$ cat config.mk
export PLATFORM = sky130hd
export DESIGN_NAME = fwd_hazard_unit
export DESIGN_NICKNAME = d
export VERILOG_FILES = /design/src/rtl/fwd_pkg.sv /design/src/rtl/fwd_match.sv /design/src/rtl/fwd_hazard_unit.sv
export SDC_FILE = /design/constraint.sdc
export NUM_CORES = 1
export LEC_CHECK = 0
export CAP_MARGIN = 20
export CELL_PAD_IN_SITES_DETAIL_PLACEMENT = 1
export CELL_PAD_IN_SITES_GLOBAL_PLACEMENT = 1
export CORE_UTILIZATION = 41
export DETAILED_ROUTE_END_ITERATION = 8
export HOLD_SLACK_MARGIN = 0.06
export PLACE_DENSITY = 0.88
export SYNTH_ARGS = -nofsm -noshare
export SYNTH_HDL_FRONTEND = slang
export SYNTH_HIERARCHICAL = 1
export SYNTH_SLANG_ARGS = --single-unit
$ cat constraint.sdc
create_clock -name clk -period 3.1 [get_ports clk]
set_input_delay 0.31 -clock clk [delete_from_list [all_inputs] [get_ports clk]]
set_output_delay 0.31 -clock clk [all_outputs]
set_load 0.01 [all_outputs]
$ cat src/rtl/fwd_pkg.sv
`default_nettype none
// ============================================================================
// Module      : fwd_pkg
// Description : Shared types and helpers for the forwarding / hazard unit.
//               - stage_entry_t : one shadow-pipeline slot
//               - FWD_RF        : forward-select code meaning "use register file"
//               - sel_width()   : width of a forward-select field for DEPTH
// Revision    : 1.0 - initial release
// ============================================================================
package fwd_pkg;

  // Storage width of the destination field in a shadow entry. Callers
  // zero-extend their ADDR_W-bit addresses into it, so ADDR_W must not
  // exceed this value.
  localparam int RD_MAX_W = 8;

  // Forward-select code for "no producer in flight, read the register file".
  localparam int FWD_RF = 0;

  typedef struct packed {
    logic                valid;
    logic [RD_MAX_W-1:0] rd;
    logic                regwrite;
    logic                is_load;
  } stage_entry_t;

  // Codes 0..depth must be representable; never narrower than one bit.
  function automatic int sel_width(input int depth);
    return (depth < 1) ? 1 : $clog2(depth + 1);
  endfunction

endpackage
`default_nettype wire

$ cat src/rtl/fwd_match.sv
`default_nettype none
// ============================================================================
// Module      : fwd_match
// Description : Compares one ID-stage source operand against every shadow
//               entry and returns the forward select of the youngest
//               matching producer, plus a flag when that producer is a load
//               whose data is not yet available.
// Ports       : entries     in  DEPTH shadow entries (0 = youngest / EX)
//               src_addr    in  source register address
//               src_used    in  operand is actually read
//               sel         out 0 = register file, k = entry k-1
//               load_hazard out selected producer is an unready load
// Revision    : 1.0 - initial release
// ============================================================================
module fwd_match
  import fwd_pkg::*;
#(
  parameter int DEPTH      = 3,
  parameter int ADDR_W     = 5,
  parameter int ZERO_REG   = 31,
  parameter int LOAD_READY = 1,
  parameter int SEL_W      = sel_width(DEPTH)
) (
  input  stage_entry_t [DEPTH-1:0] entries,
  input  logic [ADDR_W-1:0]        src_addr,
  input  logic                     src_used,
  output logic [SEL_W-1:0]         sel,
  output logic                     load_hazard
);

  logic [RD_MAX_W-1:0] src_ext;
  logic                src_live;

  assign src_ext  = RD_MAX_W'(src_addr);
  // A match requires rd == src, so excluding the zero register on the
  // source side also excludes it on every entry.
  assign src_live = src_used & (src_ext != RD_MAX_W'(ZERO_REG));

  // Scan oldest to youngest so the youngest match is the one left standing.
  // The hazard flag follows the selected entry only, so an older ready
  // producer can never hide a younger unready load.
  always_comb begin
    sel         = SEL_W'(FWD_RF);
    load_hazard = 1'b0;
    for (int i = DEPTH - 1; i >= 0; i--) begin
      if (src_live && entries[i].valid && entries[i].regwrite &&
          (entries[i].rd == src_ext)) begin
        sel         = SEL_W'(i + 1);
        load_hazard = entries[i].is_load && (i < LOAD_READY);
      end
    end
  end

endmodule
`default_nettype wire

$ cat src/rtl/fwd_hazard_unit.sv
`default_nettype none
// ============================================================================
// Module      : fwd_hazard_unit
// Description : Forwarding and hazard unit beside the ID stage. Keeps a
//               DEPTH-entry shadow record of in-flight destinations, drives
//               per-operand forward selects (youngest producer wins) and
//               raises load-use / memory-wait stalls.
// Ports       : clk, reset_n         clock, async active-low reset
//               issue_valid/rd/regwrite/is_load  ID instruction fields
//               src_addr, src_used   ID source operands
//               flush                kill the ID instruction
//               mem_busy             freeze the whole pipeline
//               fwd_sel              per-operand forward select
//               stall                hold PC and IF/ID
//               stall_count          saturating stalled-cycle counter
// Revision    : 1.0 - initial release
// ============================================================================
module fwd_hazard_unit
  import fwd_pkg::*;
#(
  parameter int NUM_SRC    = 3,
  parameter int DEPTH      = 3,
  parameter int ADDR_W     = 5,
  parameter int ZERO_REG   = 31,
  parameter int LOAD_READY = 1
) (
  input  logic                                        clk,
  input  logic                                        reset_n,
  input  logic                                        issue_valid,
  input  logic [ADDR_W-1:0]                           issue_rd,
  input  logic                                        issue_regwrite,
  input  logic                                        issue_is_load,
  input  logic [NUM_SRC-1:0][ADDR_W-1:0]              src_addr,
  input  logic [NUM_SRC-1:0]                          src_used,
  input  logic                                        flush,
  input  logic                                        mem_busy,
  output logic [NUM_SRC-1:0][sel_width(DEPTH)-1:0]    fwd_sel,
  output logic                                        stall,
  output logic [15:0]                                 stall_count
);

  localparam int          SEL_W   = sel_width(DEPTH);
  localparam logic [15:0] CNT_MAX = 16'hFFFF;

  stage_entry_t [DEPTH-1:0] entries_q;
  stage_entry_t [DEPTH-1:0] entries_d;
  logic [15:0]              stall_count_q;
  logic [15:0]              stall_count_d;

  logic [NUM_SRC-1:0]       hazard_vec;
  logic                     load_stall;

  // --------------------------------------------------------------------------
  // Per-operand match / priority logic
  // --------------------------------------------------------------------------
  generate
    for (genvar s = 0; s < NUM_SRC; s++) begin : g_src
      fwd_match #(
        .DEPTH      (DEPTH),
        .ADDR_W     (ADDR_W),
        .ZERO_REG   (ZERO_REG),
        .LOAD_READY (LOAD_READY),
        .SEL_W      (SEL_W)
      ) u_match (
        .entries     (entries_q),
        .src_addr    (src_addr[s]),
        .src_used    (src_used[s]),
        .sel         (fwd_sel[s]),
        .load_hazard (hazard_vec[s])
      );
    end
  endgenerate

  // --------------------------------------------------------------------------
  // Stall combine: a flushed or empty ID slot cannot cause a load-use stall,
  // but a busy memory freezes everything regardless.
  // --------------------------------------------------------------------------
  always_comb begin
    load_stall = (|hazard_vec) & issue_valid & ~flush;
    stall      = mem_busy | load_stall;
  end

  // --------------------------------------------------------------------------
  // Shadow pipeline next state
  // --------------------------------------------------------------------------
  always_comb begin
    entries_d = entries_q;
    if (!mem_busy) begin
      for (int i = DEPTH - 1; i > 0; i--) begin
        entries_d[i] = entries_q[i-1];
      end
      // Load-use stall keeps the consumer in ID, so EX receives a bubble.
      entries_d[0] = '0;
      if (!load_stall) begin
        entries_d[0].valid    = issue_valid & ~flush;
        entries_d[0].rd       = RD_MAX_W'(issue_rd);
        entries_d[0].regwrite = issue_regwrite;
        entries_d[0].is_load  = issue_is_load;
      end
    end
  end

  // --------------------------------------------------------------------------
  // Saturating stall counter
  // --------------------------------------------------------------------------
  always_comb begin
    stall_count_d = stall_count_q;
    if (stall && (stall_count_q != CNT_MAX)) begin
      stall_count_d = stall_count_q + 16'd1;
    end
  end

  always_ff @(posedge clk or negedge reset_n) begin
    if (!reset_n) begin
      entries_q     <= '0;
      stall_count_q <= '0;
    end else begin
      entries_q     <= entries_d;
      stall_count_q <= stall_count_d;
    end
  end

  assign stall_count = stall_count_q;

endmodule
`default_nettype wire

==> results.tsv <==
stage	metric	value	unit
final_layout	NumNets Final	358	
logic_synthesis	Post-Synthesis Cells	231	
global_route	largest net degree at the start of global routing	39	
route	DR pass1 iterations	4	
setup_path	Reg2Reg Launch Point	entries_q[2]$_DFFE_PN0N_	
sta	fin worst setup slack	85.68	ps
final_layout	layout cells sized above 1	19.21	%
setup_path	CP startpoint	src_addr[2]	
die	Die Span Y	80.81	um
place	Post-DP Area	3338	um2
global_route	vias in the first global route	2392	
global_route	GRT Total Usage	24.86	%
pwr	PD cells	510.1	nW/um2
die	# IOs	53	
clock_tree	clock sinks	38	
final_layout	# fillers	667	
place	RePlAce Congestion	0.8708	
die	Initial Utilization	42.75	%
final_layout	P&R area growth vs syn	37.94	%
flow_run	maxcap violations	0	
sta	Worst Tran Pin Value	870.4	ps
pwr	Internal	1219	uW
sta	setup TNS	0	ps
pwr	peak supply drop	0.4294	mV
clock_tree	worst skew pair latency	300	ps
worst_hold_path	type of the most critical hold path	input pin to asynchronous set/reset pin	
setup_path	R2R depth	9	
sta	Slew Viols, Final	0	
clock_tree	total CTS buffers	5	
route	# DRC	0	
pwr	sequential share of power	41.4	%
setup_path	Critical Path Start Type	input pin	
route	vias post-DR	2166	
clock_tree	CTS tree	built	
clock_tree	clock slew at reported path FFs	80	ps
die	core area	5956	um2
sta	Period minus WS final	3014	ps
clock_tree	CTS root buffer	clkbuf_8	
logic_synthesis	Post-Syn Area	2546	um2
place	pre-CTS setup slack	22.73	ps
route	total wire length	7494	um
setup_path	critical path data required time	2790	ps
setup_path	RR Endpoint	stall_count[1]$_DFFE_PN0P_	
clock_tree	Post-CTS Hold Buffers	0	
run_status	status	finished, final reports clean	
sta	Final Hold Viols	0	
global_route	first-pass GRT wire length	12010	um
logic_synthesis	syn_area_per_cell	11.02	um2
sta	max_slew headroom	41.98	%
clock_tree	H-Tree Depth	2	
logic_synthesis	Yosys warnings	6	
final_layout	# diodes	0	
die	DIE WIDTH	80.81	um
pwr	clock power share	29.5	%
die	die area	6529	um2
place	IO Port Bufs	52	
global_route	Overflow after GRT	0	
clock_tree	Clock Path Buffers	2	
pwr	switching power	573.1	uW
setup_path	end point of the critical path	stall	
route	Routed Antenna Nets	0	
route	Iteration-0 DRC Markers	68	
sta	final period utilization	97.24	%
pwr	Logic pwr share	29.1	%
final_layout	cell area after layout	3512	um2
global_route	initial antenna violation count	0	
die	row cnt	28	
pwr	Switching Share	31.99	%
place	DPL Wire Length	5612	um
setup_path	WP data arrival	2700	ps
route	vias per inst	5.375	
route	WL per Instance	18.60	um
setup_path	CP endpoint kind	primary output	
clock_tree	postcts setup bufs	0	
setup_path	critical path class	input pin to primary output	
sta	# setup viols final	0	
setup_path	R2R Setup Slk	510	ps
setup_path	crit-path max FO	4	
sta	clock skew	5.090	ps
sta	f_max	331.8	MHz
pwr	LEAKAGE	0.001579	uW
## routing by layer
metal	vias to the layer above	global-route usage (%)	part of all wire [%]
li1	1017	-	-
met1	1078	28.20	41
met2	57	46.64	53
met3	14	4.382	4.5
met4	0	8.036	1.9
met5	-	0	0
## worst max-delay path, cell delays in order
cell             delay [ps]
clkdlybuf4s50_1         560
nand2_1                  70
o21a_1                  230
and4_1                  190
and2_1                  170
or4_4                   550
o21ai_4                  90
inv_1                    60
clkdlybuf4s50_1         470
## power by group through the flow
stage | Clock, uW | Combinational (uW) | Sequential (uW)
finish | 528 | 521 | 743
global route | 558 | 567 | 759
CTS | 538 | 525 | 743
detailed placement | 0 | 516 | 748
global placement | 0 | 493 | 738
floorplan | 0 | 274 | 725
## metrics by stage
stage	hold WS [ps]	total power [uW]	cells	utilization [%]
6_report	128.4	1792	403	58.97
3_3_place_gp	464.1	1231	395	56.05
2_1_floorplan	14.41	998.9	257	-
5_1_grt	183.6	1883	403	58.97
3_5_place_dp	474.0	1265	395	56.05
4_1_cts	149.8	1806	403	58.45
## layout make-up
cell class | instances | area, um2 | share of cell area [%]
inverters | 2 | 7.507 | 0.2138
repair buffers | 68 | 658.1 | 18.74
well taps | 75 | 93.84 | 2.672
flip-flops and latches | 38 | 952.2 | 27.11
multi-input cells | 212 | 1658 | 47.20
clock buffers | 6 | 82.58 | 2.351
clock inverters | 2 | 60.06 | 1.710
## worst min-delay path by stage
stage / startpoint / endpoint / depth (start not counted)
2_1_floorplan: reset_n / entries_q[0]$_DFFE_PN0N_ / 0
3_3_place_gp: reset_n / stall_count[12]$_DFFE_PN0P_ / 1
3_5_place_dp: reset_n / stall_count[11]$_DFFE_PN0P_ / 1
4_1_cts: reset_n / stall_count[7]$_DFFE_PN0P_ / 1
5_1_grt: reset_n / entries_q[25]$_DFFE_PN0N_ / 1
6_report: reset_n / entries_q[5]$_DFFE_PN0N_ / 1
## sequential cells by signal, indices dropped and copies added, names as in the netlist
register and flops:
entries_q 22, stall_count 16
## layout by cell type, fill, tap and decap left out, drive strengths merged, types with 3 or more instances in the layout
cell	instances
a21oi	3
a22o	8
a41o	3
and2	3
and3	3
and4	5
buf	17
clkbuf	6
clkdlybuf4s50	42
conb	27
dfrtp	38
dlymetal6s2s	9
mux2	17
nand2	9
nand3	13
nand4	7
nor2	6
nor3	9
nor3b	7
nor4	13
nor4b	3
o21a	3
o21ai	4
or3b	3
xor2	56
## timing repair
| item | CTS | global route |
|---|---|---|
| hold endpoints to repair | 0 | 0 |
| endpoints found under the setup margin | 0 | 1 |
| gates resized for setup | 0 | 11 |
Power figures use the tool's default switching activity.
